`src/rtl/alu.sv`:
```
// -----------------------------------------------------------------------------
// alu
//
// Single-cycle unsigned ALU with a registered result. The operation selected by
// ALU_FUN is evaluated combinationally from A and B. The result is captured into
// ALU_OUT on the rising edge of CLK.
//
// Four class flags decode ALU_FUN combinationally. They depend on nothing else.
//
// Ports
//   CLK        in   1      rising-edge clock
//   RST        in   1      asynchronous active-low reset, clears ALU_OUT
//   A          in   WIDTH  first operand, unsigned
//   B          in   WIDTH  second operand, unsigned
//   ALU_FUN    in   4      operation select
//   ALU_OUT    out  WIDTH  registered result
//   Arith_Flag out  1      ALU_FUN in 0000..0011
//   Logic_Flag out  1      ALU_FUN in 0100..1001
//   CMP_Flag   out  1      ALU_FUN in 1010..1100
//   Shift_Flag out  1      ALU_FUN in 1101..1110
//
// Handshake: none. A, B and ALU_FUN are sampled on every rising edge, so a new
// operation may be issued every cycle. The result appears one edge later.
// -----------------------------------------------------------------------------
module alu #(
    parameter int WIDTH = 16
) (
    input  logic             CLK,
    input  logic             RST,
    input  logic [WIDTH-1:0] A,
    input  logic [WIDTH-1:0] B,
    input  logic [3:0]       ALU_FUN,
    output logic [WIDTH-1:0] ALU_OUT,
    output logic             Arith_Flag,
    output logic             Logic_Flag,
    output logic             CMP_Flag,
    output logic             Shift_Flag
);

    // Operation codes
    localparam logic [3:0] OP_ADD  = 4'b0000;
    localparam logic [3:0] OP_SUB  = 4'b0001;
    localparam logic [3:0] OP_MUL  = 4'b0010;
    localparam logic [3:0] OP_DIV  = 4'b0011;
    localparam logic [3:0] OP_AND  = 4'b0100;
    localparam logic [3:0] OP_OR   = 4'b0101;
    localparam logic [3:0] OP_NAND = 4'b0110;
    localparam logic [3:0] OP_NOR  = 4'b0111;
    localparam logic [3:0] OP_XOR  = 4'b1000;
    localparam logic [3:0] OP_XNOR = 4'b1001;
    localparam logic [3:0] OP_CEQ  = 4'b1010;
    localparam logic [3:0] OP_CGT  = 4'b1011;
    localparam logic [3:0] OP_CLT  = 4'b1100;
    localparam logic [3:0] OP_SHR  = 4'b1101;
    localparam logic [3:0] OP_SHL  = 4'b1110;

    // Compare results are small constant codes, not booleans.
    localparam logic [WIDTH-1:0] CMP_EQ_VAL = WIDTH'(1);
    localparam logic [WIDTH-1:0] CMP_GT_VAL = WIDTH'(2);
    localparam logic [WIDTH-1:0] CMP_LT_VAL = WIDTH'(3);

    logic [WIDTH-1:0] alu_out_q;
    logic [WIDTH-1:0] alu_out_d;

    // Datapath terms. All are WIDTH wide, so carry, borrow and the high half
    // of the product fall away by truncation.
    logic [WIDTH-1:0] sum_w;
    logic [WIDTH-1:0] diff_w;
    logic [WIDTH-1:0] prod_w;
    logic [WIDTH-1:0] quot_w;
    logic             a_eq_b;
    logic             a_gt_b;
    logic             a_lt_b;

    always_comb begin
        sum_w  = A + B;
        diff_w = A - B;
        prod_w = A * B;
        // Division by zero returns 0 instead of the all-ones a bare divider gives.
        quot_w = (B == '0) ? '0 : (A / B);
        a_eq_b = (A == B);
        a_gt_b = (A > B);
        a_lt_b = (A < B);
    end

    // Next-result decode
    always_comb begin
        alu_out_d = '0;
        case (ALU_FUN)
            OP_ADD:  alu_out_d = sum_w;
            OP_SUB:  alu_out_d = diff_w;
            OP_MUL:  alu_out_d = prod_w;
            OP_DIV:  alu_out_d = quot_w;
            OP_AND:  alu_out_d = A & B;
            OP_OR:   alu_out_d = A | B;
            OP_NAND: alu_out_d = ~(A & B);
            OP_NOR:  alu_out_d = ~(A | B);
            OP_XOR:  alu_out_d = A ^ B;
            OP_XNOR: alu_out_d = ~(A ^ B);
            OP_CEQ:  alu_out_d = a_eq_b ? CMP_EQ_VAL : '0;
            OP_CGT:  alu_out_d = a_gt_b ? CMP_GT_VAL : '0;
            OP_CLT:  alu_out_d = a_lt_b ? CMP_LT_VAL : '0;
            OP_SHR:  alu_out_d = {1'b0, A[WIDTH-1:1]};
            OP_SHL:  alu_out_d = {A[WIDTH-2:0], 1'b0};
            default: alu_out_d = '0;
        endcase
    end

    // Result register: this is the only state in the block
    always_ff @(posedge CLK or negedge RST) begin
        if (!RST) begin
            alu_out_q <= '0;
        end else begin
            alu_out_q <= alu_out_d;
        end
    end

    assign ALU_OUT = alu_out_q;

    // Class flags decode ALU_FUN alone. The ranges do not overlap, and 1111
    // matches no range.
    always_comb begin
        Arith_Flag = 1'b0;
        Logic_Flag = 1'b0;
        CMP_Flag   = 1'b0;
        Shift_Flag = 1'b0;
        case (ALU_FUN)
            OP_ADD, OP_SUB, OP_MUL, OP_DIV:                    Arith_Flag = 1'b1;
            OP_AND, OP_OR, OP_NAND, OP_NOR, OP_XOR, OP_XNOR:   Logic_Flag = 1'b1;
            OP_CEQ, OP_CGT, OP_CLT:                            CMP_Flag   = 1'b1;
            OP_SHR, OP_SHL:                                    Shift_Flag = 1'b1;
            default: ;
        endcase
    end

endmodule

```
`config.mk`:
```
export PLATFORM = sky130hd
export DESIGN_NAME = alu
export DESIGN_NICKNAME = d
export VERILOG_FILES = /design/src/rtl/alu.sv
export SDC_FILE = /design/constraint.sdc
export NUM_CORES = 1
export LEC_CHECK = 0
export BUFFER_PORTS_ARGS = -buffer_cell sky130_fd_sc_hd__buf_2
export CORE_AREA = 2 2 140 211
export CTS_BUF_LIST = sky130_fd_sc_hd__clkbuf_8
export DETAILED_ROUTE_END_ITERATION = 10
export DIE_AREA = 0 0 142 213
export PLACE_DENSITY = 0.7
export SYNTH_ARGS = -nofsm -noshare
export SYNTH_HDL_FRONTEND = slang
export SYNTH_SLANG_ARGS = --single-unit
export TNS_END_PERCENT = 30
```
`constraint.sdc`:
```
create_clock -name CLK -period 1.72 [get_ports CLK]
set_input_delay 0.172 -clock CLK [delete_from_list [all_inputs] [get_ports CLK]]
set_output_delay 0.172 -clock CLK [all_outputs]
set_load 0.1 [all_outputs]
```
; ---- Yosys cells after proc, flatten, opt, wreduce, memory -nomap -nowiden
; Cells that the tools add are included.
[word_totals]
out_inout_bits = 20
mem_bits_ro = 0
n_memories = 0
latchBits = 0
in_bits = 38
reg_bits = 16
wordCells = 43
mem_bits_rw = 0
[classes]
n_eq_ne = 15
shifts = 0
multipliers = 1
n_mux = 9
n_div = 1
reduce_logical = 6
bitwise = 6
add_sub_neg = 2
magnitude_cmp = 2
[op_table]
columns = op, n
row1 = $pmux 16 s15, 1
row2 = $not 16->16, 3
row3 = $eq 4x4->1 const B, 7
row4 = $add 16x16->16, 1
row5 = $and 16x16->16, 1
row6 = $div 16x16->16, 1
row7 = $eq 16x16->1, 1
row8 = $eq 4x3->1 const B, 4
row9 = $gt 16x16->1, 1
row10 = $logic_not 16->1, 1
row11 = $lt 16x16->1, 1
row12 = $mul 16x16->16, 1
row13 = $mux 16, 1
row14 = $or 16x16->16, 1
row15 = $sub 16x16->16, 1
row16 = $xor 16x16->16, 1
row17 = $eq 4x2->1 const B, 2
row18 = $reduce_or 6->1, 1
row19 = $mux 1, 5
row20 = $eq 4x1->1 const B, 1
row21 = $logic_not 4->1, 1
row22 = $mux 2, 2
row23 = $reduce_or 4->1, 1
row24 = $reduce_or 3->1, 1
row25 = $reduce_or 2->1, 1

; ---- Depth between registers and ports, before layout
; Gate-level depths: netlist of run 1.
[logic_depth]
word_depth = 3
depth_mapped = 134

; ---- Worst setup path before layout of run 1
; OpenSTA, ideal clock, no wires.
[synth_timing]
kind = input-to-reg
start = input B[0]
end = register alu_out_q[0] (netlist: ALU_OUT[0])
required_ns = 1.591
setup_slack_ns = -25.341
setup_ns = 0.129
path_stages = 124
arrival_time_ns = 26.932
cell_sequence = clkinv_1 -> ha_1 -> nor4b_1 -> nand4_1 -> a32o_1 -> nor2_1 -> ha_1 -> o21a_1 -> or2_2 -> and2_1 -> o31ai_2 -> ha_1 -> o211a_1 -> a211oi_1 -> or3_1 -> clkbuf_1 -> mux2i_1 -> ha_1 -> (+88 left out) -> o22ai_1 -> o211a_1 -> o21ai_0 -> a21o_1 -> clkbuf_1 -> nand2_1 -> o21ai_0 -> ha_1 -> a21boi_0 -> o21a_1 -> o21a_1 -> o21a_1 -> o21a_1 -> o21a_1 -> o21a_1 -> o211ai_1 -> a311o_1 -> nand3_1
[synth_between]
elab_chain_len = 3
word_cells_on_any_way = 17
classes_between = add/sub: 2 / mul: 1 / div: 1 / order compare: 1 / eq/ne: 1 / mux: 4 / bitwise: 6 / reduce/logical: 1
[synth_lines]
columns = element, line_no
row1 = from (decl), 31  ; input logic [WIDTH-1:0] B,
row2 = "$div 16x16->16, or another cell as far along", 80  ; quot_w = (B == '0) ? '0 : (A / B);
row3 = "$mux 16, or another cell as far along", 80
row4 = $pmux 16 s15 *, 89  ; case (ALU_FUN)
row5 = via alu_out_d[0], 63  ; logic [WIDTH-1:0] alu_out_d;
row6 = to (signal assigned), 114  ; alu_out_q <= alu_out_d;
row7 = to (decl), 62  ; logic [WIDTH-1:0] alu_out_q;
; Mark *: on every way through the listed nets, which the timed path passes. The rest lies on a longest branch.

; ---- Final worst setup path of run 1
[layout_timing]
start = input B[4]
end = register alu_out_q[0] (netlist: ALU_OUT[0])
[layout_between]
elab_chain_len = 3
word_cells_on_any_way = 8
classes_between = div: 1 / order compare: 1 / eq/ne: 1 / mux: 4 / reduce/logical: 1
[layout_lines]
columns = element, line_no
row1 = "$div 16x16->16, or another cell as far along", 80
row2 = "$mux 16, or another cell as far along", 80
row3 = $pmux 16 s15 *, 89
row4 = via alu_out_d[0], 63
; Marks and branches as above.

==> run_results.csv, run 1 <==
group,metric,value,unit
layout,area_growth_syn_to_layout,59.3,%
timing,hold_violations,0,
power,leakagePower,11.1,nW
clock_tree,root_buffer,"clkbuf_8",
setup_path,cpMostUsedCell,"a21o_1",
layout,drive_above_1_share,0.415,
timing,rsz0062_at_grt,"true",
yosys,syn-num-nets,2285,
status,status,"finished, violations left",
clock_tree,cts_tree,"built",
timing,fmax,40.9,MHz
global_routing,grt_pass1_vias,19800,
yosys,syn_area,14100,sq um
power,irDropWorstVdd,1.13,mV
global_routing,grt_pass1_wl,108000,microns
floorplan,rows,76,
yosys,yosys_register_bits,16,
yosys,ys_seq_area_frac,0.0285,
timing,worst_slew_pin_slew,1.35,ns
route,ant_nets,0,
floorplan,ioPinCount,58,
hold_path,hold_path_class,"in2async",
floorplan,die-area,30200,sq um
placed_design,port_buffers,57,
timing,fin_ws,-22.75,ns
yosys,synth-async-reset-ratio,1.00,
flow_run,drv_cap,0,
power,powerDensity,743,nW/um^2
yosys,avgSynthCellArea,7.29,sq um
layout,final_nets,3065,
layout,multiInputGateArea,14200,sq um
setup_path,path_buf_inv,15,
route,remaining_drc_errors,0,
setup_path,crit_arrival,24.64,ns
timing,relSlewSlack,0.0965,
setup_path,critPathMaxFanout,8,
yosys,synth-edff-count,0,
clock_tree,path_clk_slew,0.10,ns
layout,filler_cell_count,1963,
yosys,synthFlopType,"dfrtp_1",
route,drtIter0Drc,1718,
clock_tree,clock-sinks,16,
layout,largest_reg_flops,16,
global_routing,grt_util_all_layers,0.475,
placed_design,gp_congestion,1.07,
route,routedWlPerCell,25.1,microns
floorplan,die_w,142,microns
timing,slew_viol_final,0,
route,vias,19500,
placed_design,hpwl,54100,microns
clock_tree,numCtsBuffers,3,
setup_path,endpoint_kind,"register",
setup_path,cpPeakStageDelay,0.55,ns
setup_path,worstPathRequired,1.90,ns
global_routing,antenna_found_initial,4,
setup_path,path_class,"in2reg",
route,vias_per_cell,6.37,
setup_path,cp_num_cells,122,
clock_tree,htree_levels,1,
layout,utilization,0.788,
global_routing,grt_overflow,0,
global_routing,grt_max_degree,24,
layout,regArea,400,sq um
setup_path,slowest_stage,"or4_4",
setup_path,crit_path_start_kind,"input port",
timing,fin_crit,24.47,ns
yosys,ys_warn_count,0,
route,dr.pass1.iters,8,
layout,final_area,22400,sq um
timing,setup_viol,16,
timing,fin_crit_sh,14.2,
floorplan,core_area,28400,sq um
route,routed_wl,76700,microns
yosys,syn-instance-count,1929,
placed_design,dpl-instance-area,20200,sq um
clock_tree,clk_path_buf_depth,2,
setup_path,crit_family,"compound AO/OA/AOI/OAI gates",
floorplan,die_y,213,microns
floorplan,initial_core_util,0.495,
status,violations,"negative setup slack",
yosys,ys_types,87,
## cell type report
class,count,area share
sequential,16,0.0179
timing repair buffer,861,0.297
antenna,2,0.000223
multi-input combinational,1650,0.633
clock buffer,4,0.00246
inverter,177,0.0299
tap,351,0.0196
## per-layer routing
| metal | vias to the layer above | wire length [microns] | GRT usage |
|---|---|---|---|
| met3 | 645 | 8310 | 0.134 |
| met4 | 6 | 10200 | 0.485 |
| met5 | - | 46 | 0 |
| met2 | 1238 | 34000 | 0.781 |
| met1 | 9137 | 24100 | 0.465 |
| li1 | 8478 | - | - |
## power breakdown
group          switching (mW)  internal, mW  leakage, nW
combinational            8.50          7.23         10.9
clock                   0.205         0.206       0.0288
sequential             0.0318         0.471        0.193
## path summary, 6_finish.rpt
path	to	slack (ns)	from
min in group CLK	ALU_OUT[11]	0.54	ALU_FUN[2]
max in group asynchronous	ALU_OUT[1]	0.96	RST
hold / removal	ALU_OUT[10]	0.38	RST
setup / recovery	ALU_OUT[0]	-22.75	B[4]
## cells by family after synthesis
logic type,synth area share
simple gates,0.206
xor+xnor,0.0673
compound gates,0.269
flops,0.0285
mux,0.0321
buf+inv,0.0712
fa+ha+maj,0.327
## metrics by stage
stage | hold slack (ns) | setup TNS (ns) | std cells | worst slack, ns | power [mW]
global placement | 0.141 | -172.97 | 2940 | -22.70 | 14.3
CTS | 0.374 | -162.38 | 3013 | -21.70 | 15.6
floorplan | -0.124 | -174.90 | 1929 | -22.79 | 9.22
global route | 0.412 | -176.16 | 3059 | -23.41 | 17.9
detailed placement | 0.152 | -177.01 | 2940 | -23.20 | 14.7
finish | 0.377 | -171.47 | 3061 | -22.75 | 16.6
## synth_stat cells, drive strengths merged, types with 4 or more instances
| library cell | count | area share |
|---|---|---|
| o21ai | 104 | 0.038 |
| or2 | 11 | 0.0049 |
| nand4 | 12 | 0.0053 |
| and2 | 8 | 0.0036 |
| or4 | 10 | 0.0056 |
| inv | 173 | 0.046 |
| a222oi | 4 | 0.0028 |
| a221o | 7 | 0.0050 |
| and3 | 8 | 0.0036 |
| nand2 | 209 | 0.056 |
| o211ai | 27 | 0.015 |
| o31ai | 19 | 0.011 |
| nand3 | 31 | 0.011 |
| a21boi | 8 | 0.0043 |
| a2111oi | 6 | 0.0037 |
| a21oi | 121 | 0.043 |
| xnor2 | 68 | 0.042 |
| or3 | 18 | 0.0084 |
| o2111ai | 6 | 0.0037 |
| a211oi | 18 | 0.010 |
| nand2b | 21 | 0.0093 |
| mux2 | 25 | 0.020 |
| nor3 | 55 | 0.021 |
| dfrtp | 16 | 0.028 |
| nor2 | 197 | 0.053 |
| o21a | 38 | 0.020 |
| a22oi | 12 | 0.0064 |
| clkbuf | 79 | 0.021 |
| o21bai | 12 | 0.0064 |
| mux2i | 17 | 0.012 |
| buf | 8 | 0.0028 |
| fa | 82 | 0.12 |
| a22o | 7 | 0.0044 |
| xor2 | 40 | 0.025 |
| a221oi | 21 | 0.013 |
| o32a | 5 | 0.0036 |
| o211a | 9 | 0.0064 |
| o22ai | 13 | 0.0058 |
| nor2b | 24 | 0.011 |
| a31oi | 18 | 0.0080 |
| o221ai | 10 | 0.0062 |
| a21o | 47 | 0.025 |
| ha | 236 | 0.21 |
| nor4 | 18 | 0.0095 |
| clkinv | 4 | 0.0011 |
## timing repair
| item | 4_1_cts | 5_1_grt |
|---|---|---|
| endpoints found under the hold margin | 16 | 0 |
| hold buffers | 1 | 0 |
| gates cloned | 1 | 0 |
| endpoints found under the setup margin | 16 | 17 |
| pin swaps | 92 | 92 |
| buffers inserted | 67 | 46 |
| resized for setup | 130 | 128 |
## cells in the final DEF, fill, tap and decap left out, types with 13 or more instances in the layout
cell type	synthesis	final
inv_1	172	166
xnor2_1	68	68
xor2_1	40	39
buf_12	0	15
buf_2	2	48
mux2_2	25	18
or3_1	17	13
o21ai_0	99	78
nor2b_1	24	22
o211ai_1	25	25
a21o_1	47	46
a21oi_1	121	89
nor2_1	197	186
a31oi_1	18	13
a221oi_1	21	18
nand2b_1	21	20
nand3_1	31	27
a21oi_2	0	27
nand2_1	209	195
nor3_1	53	46
ha_1	236	205
buf_6	1	32
ha_4	0	28
fa_1	82	82
dfrtp_1	16	16
o21a_1	38	35
buf_4	0	764
mux2i_1	17	13
Power figures use the tool's default switching activity.
==> inputs of run 2 (changes only) <==
BUFFER_PORTS_ARGS = -buffer_cell sky130_fd_sc_hd__clkbuf_2   (was -buffer_cell sky130_fd_sc_hd__buf_2)
CORE_AREA = 2 2 180 271   (was 2 2 140 211)
DIE_AREA = 0 0 182 273   (was 0 0 142 213)
PLACE_DENSITY = 0.48   (was 0.7)
==> run_results.csv, run 2 (same netlist as run 1, synthesis figures left out) <==
group,metric,value,unit
status,status,"finished, violations left",
status,violations,"negative setup slack",
power,powerDensity,717,nW/um^2
route,vias,17900,
placed_design,hpwl,57300,microns
floorplan,die_y,273,microns
layout,regArea,400,sq um
global_routing,grt_max_degree,24,
power,leakagePower,11.1,nW
clock_tree,cts_tree,"built",
layout,final_area,22700,sq um
clock_tree,numCtsBuffers,3,
route,remaining_drc_errors,0,
layout,multiInputGateArea,14100,sq um
route,vias_per_cell,5.38,
route,drtIter0Drc,1105,
timing,worst_slew_pin_slew,0.738,ns
global_routing,grt_pass1_wl,107000,microns
timing,setup_viol,16,
route,ant_nets,0,
setup_path,endpoint_kind,"register",
placed_design,place_ws,-23.44,ns
floorplan,rows,98,
timing,fin_crit,23.46,ns
timing,fmax,42.6,MHz
setup_path,critPathMaxFanout,8,
timing,rsz0062_at_grt,"true",
hold_path,hold_path_class,"in2async",
setup_path,crit_path_start_kind,"input port",
layout,final_nets,3072,
setup_path,cpMostUsedCell,"a21o_1",
clock_tree,htree_levels,1,
timing,fin_crit_sh,13.6,
floorplan,die-area,49700,sq um
route,dr.pass1.iters,7,
global_routing,grt_pass1_vias,18600,
placed_design,gp_congestion,1.00,
placed_design,port_buffers,57,
floorplan,ioPinCount,58,
global_routing,grt_util_all_layers,0.283,
layout,filler_cell_count,4748,
power,irDropWorstVdd,0.861,mV
timing,hold_violations,0,
setup_path,worstPathRequired,1.93,ns
setup_path,slowest_stage,"or4_4",
layout,largest_reg_flops,16,
timing,relSlewSlack,0.504,
global_routing,antenna_found_initial,1,
placed_design,dpl-instance-area,20700,sq um
floorplan,die_w,182,microns
timing,fin_ws,-21.74,ns
setup_path,cpPeakStageDelay,0.59,ns
floorplan,core_area,47300,sq um
layout,drive_above_1_share,0.412,
layout,area_growth_syn_to_layout,61.3,%
clock_tree,root_buffer,"clkbuf_8",
layout,layout_commonest_cell,"buf_4",
clock_tree,path_clk_slew,0.12,ns
flow_run,drv_cap,0,
clock_tree,clk_path_buf_depth,2,
route,routedWlPerCell,21.5,microns
setup_path,path_class,"in2reg",
layout,mostFrequentLayoutCells,"buf_4, ha_1, nand2_1",
floorplan,initial_core_util,0.297,
setup_path,crit_arrival,23.67,ns
global_routing,grt_overflow,0,
route,routed_wl,71400,microns
timing,slew_viol_final,0,
clock_tree,clock-sinks,16,
==> run 2: cell types whose count changed in the layout (fill, tap and decap cells not counted), moves of 4 or more <==
| cell | before | now |
|---|---|---|
| nand2_2 | 12 | 8 |
| buf_12 | 15 | 11 |
| a21oi_2 | 27 | 22 |
| buf_2 | 48 | 1 |
| buf_8 | 0 | 4 |
| o21ai_2 | 12 | 8 |
| nand2_1 | 195 | 199 |
| clkbuf_2 | 0 | 50 |
| ha_1 | 205 | 201 |
==> run 2: power by group <==
part           switching (mW)  leakage (nW)  internal [mW]
clock                   0.242        0.0288          0.207
combinational            8.01          10.9           7.30
sequential             0.0286         0.193          0.471
==> run 2: timing repair <==
action,4_1_cts,5_1_grt
cloned,0,1
hold buffers,1,0
pin swaps,102,72
gates resized for setup,168,86
endpoints found under the hold margin,16,0
setup buffers,57,37
setup endpoints to repair,16,17
==> run 2: final timing paths <==
kind,depth (start not counted),start,endpoint
worst max-delay path,118,B[9],ALU_OUT[0]
worst min-delay path,2,RST,ALU_OUT[7]
max in group asynchronous,2,RST,ALU_OUT[15]
min in group CLK,5,ALU_FUN[2],ALU_OUT[11]
==> run 2: per-stage QoR <==
| step | cells | hold WS [ns] | power (mW) | util | setup TNS, ns |
|---|---|---|---|---|---|
| after floorplan | 1929 | -0.124 | 9.22 | - | -174.90 |
| after global placement | 3221 | 0.213 | 14.8 | 0.438 | -177.71 |
| after detailed placement | 3221 | 0.228 | 14.9 | 0.438 | -180.15 |
| after CTS | 3283 | 0.405 | 16.0 | 0.465 | -163.24 |
| after global routing | 3315 | 0.433 | 17.8 | 0.479 | -173.13 |
| final | 3316 | 0.390 | 16.3 | 0.479 | -163.83 |
==> run 2: routing by layer <==
metal,vias up,routed length (microns),GRT usage
met1,8628,26600,0.302
met5,-,13,0
met3,225,2730,0.0209
met2,521,36800,0.541
met4,2,5300,0.167
li1,8475,-,-
==> run 2: final cells by class <==
cell class / count / share of cell area
Multi-Input combinational cell: 1650 / 0.622
Timing Repair Buffer: 868 / 0.295
Tap cell: 600 / 0.0331
Inverter: 177 / 0.0297
Sequential cell: 16 / 0.0177
Clock buffer: 4 / 0.00243
Antenna cell: 1 / 0.000110
==> run 2: worst max-delay path, delay by kind of cell <==
kind	cells	cell delay [ns]
AO/OA/AOI/OAI	56	9.73
AND/OR/NAND/NOR	29	6.35
XOR/XNOR	1	0.17
buffers and inverters	9	1.08
multiplexers	8	2.24
adder cells (fa/ha/maj)	15	3.91
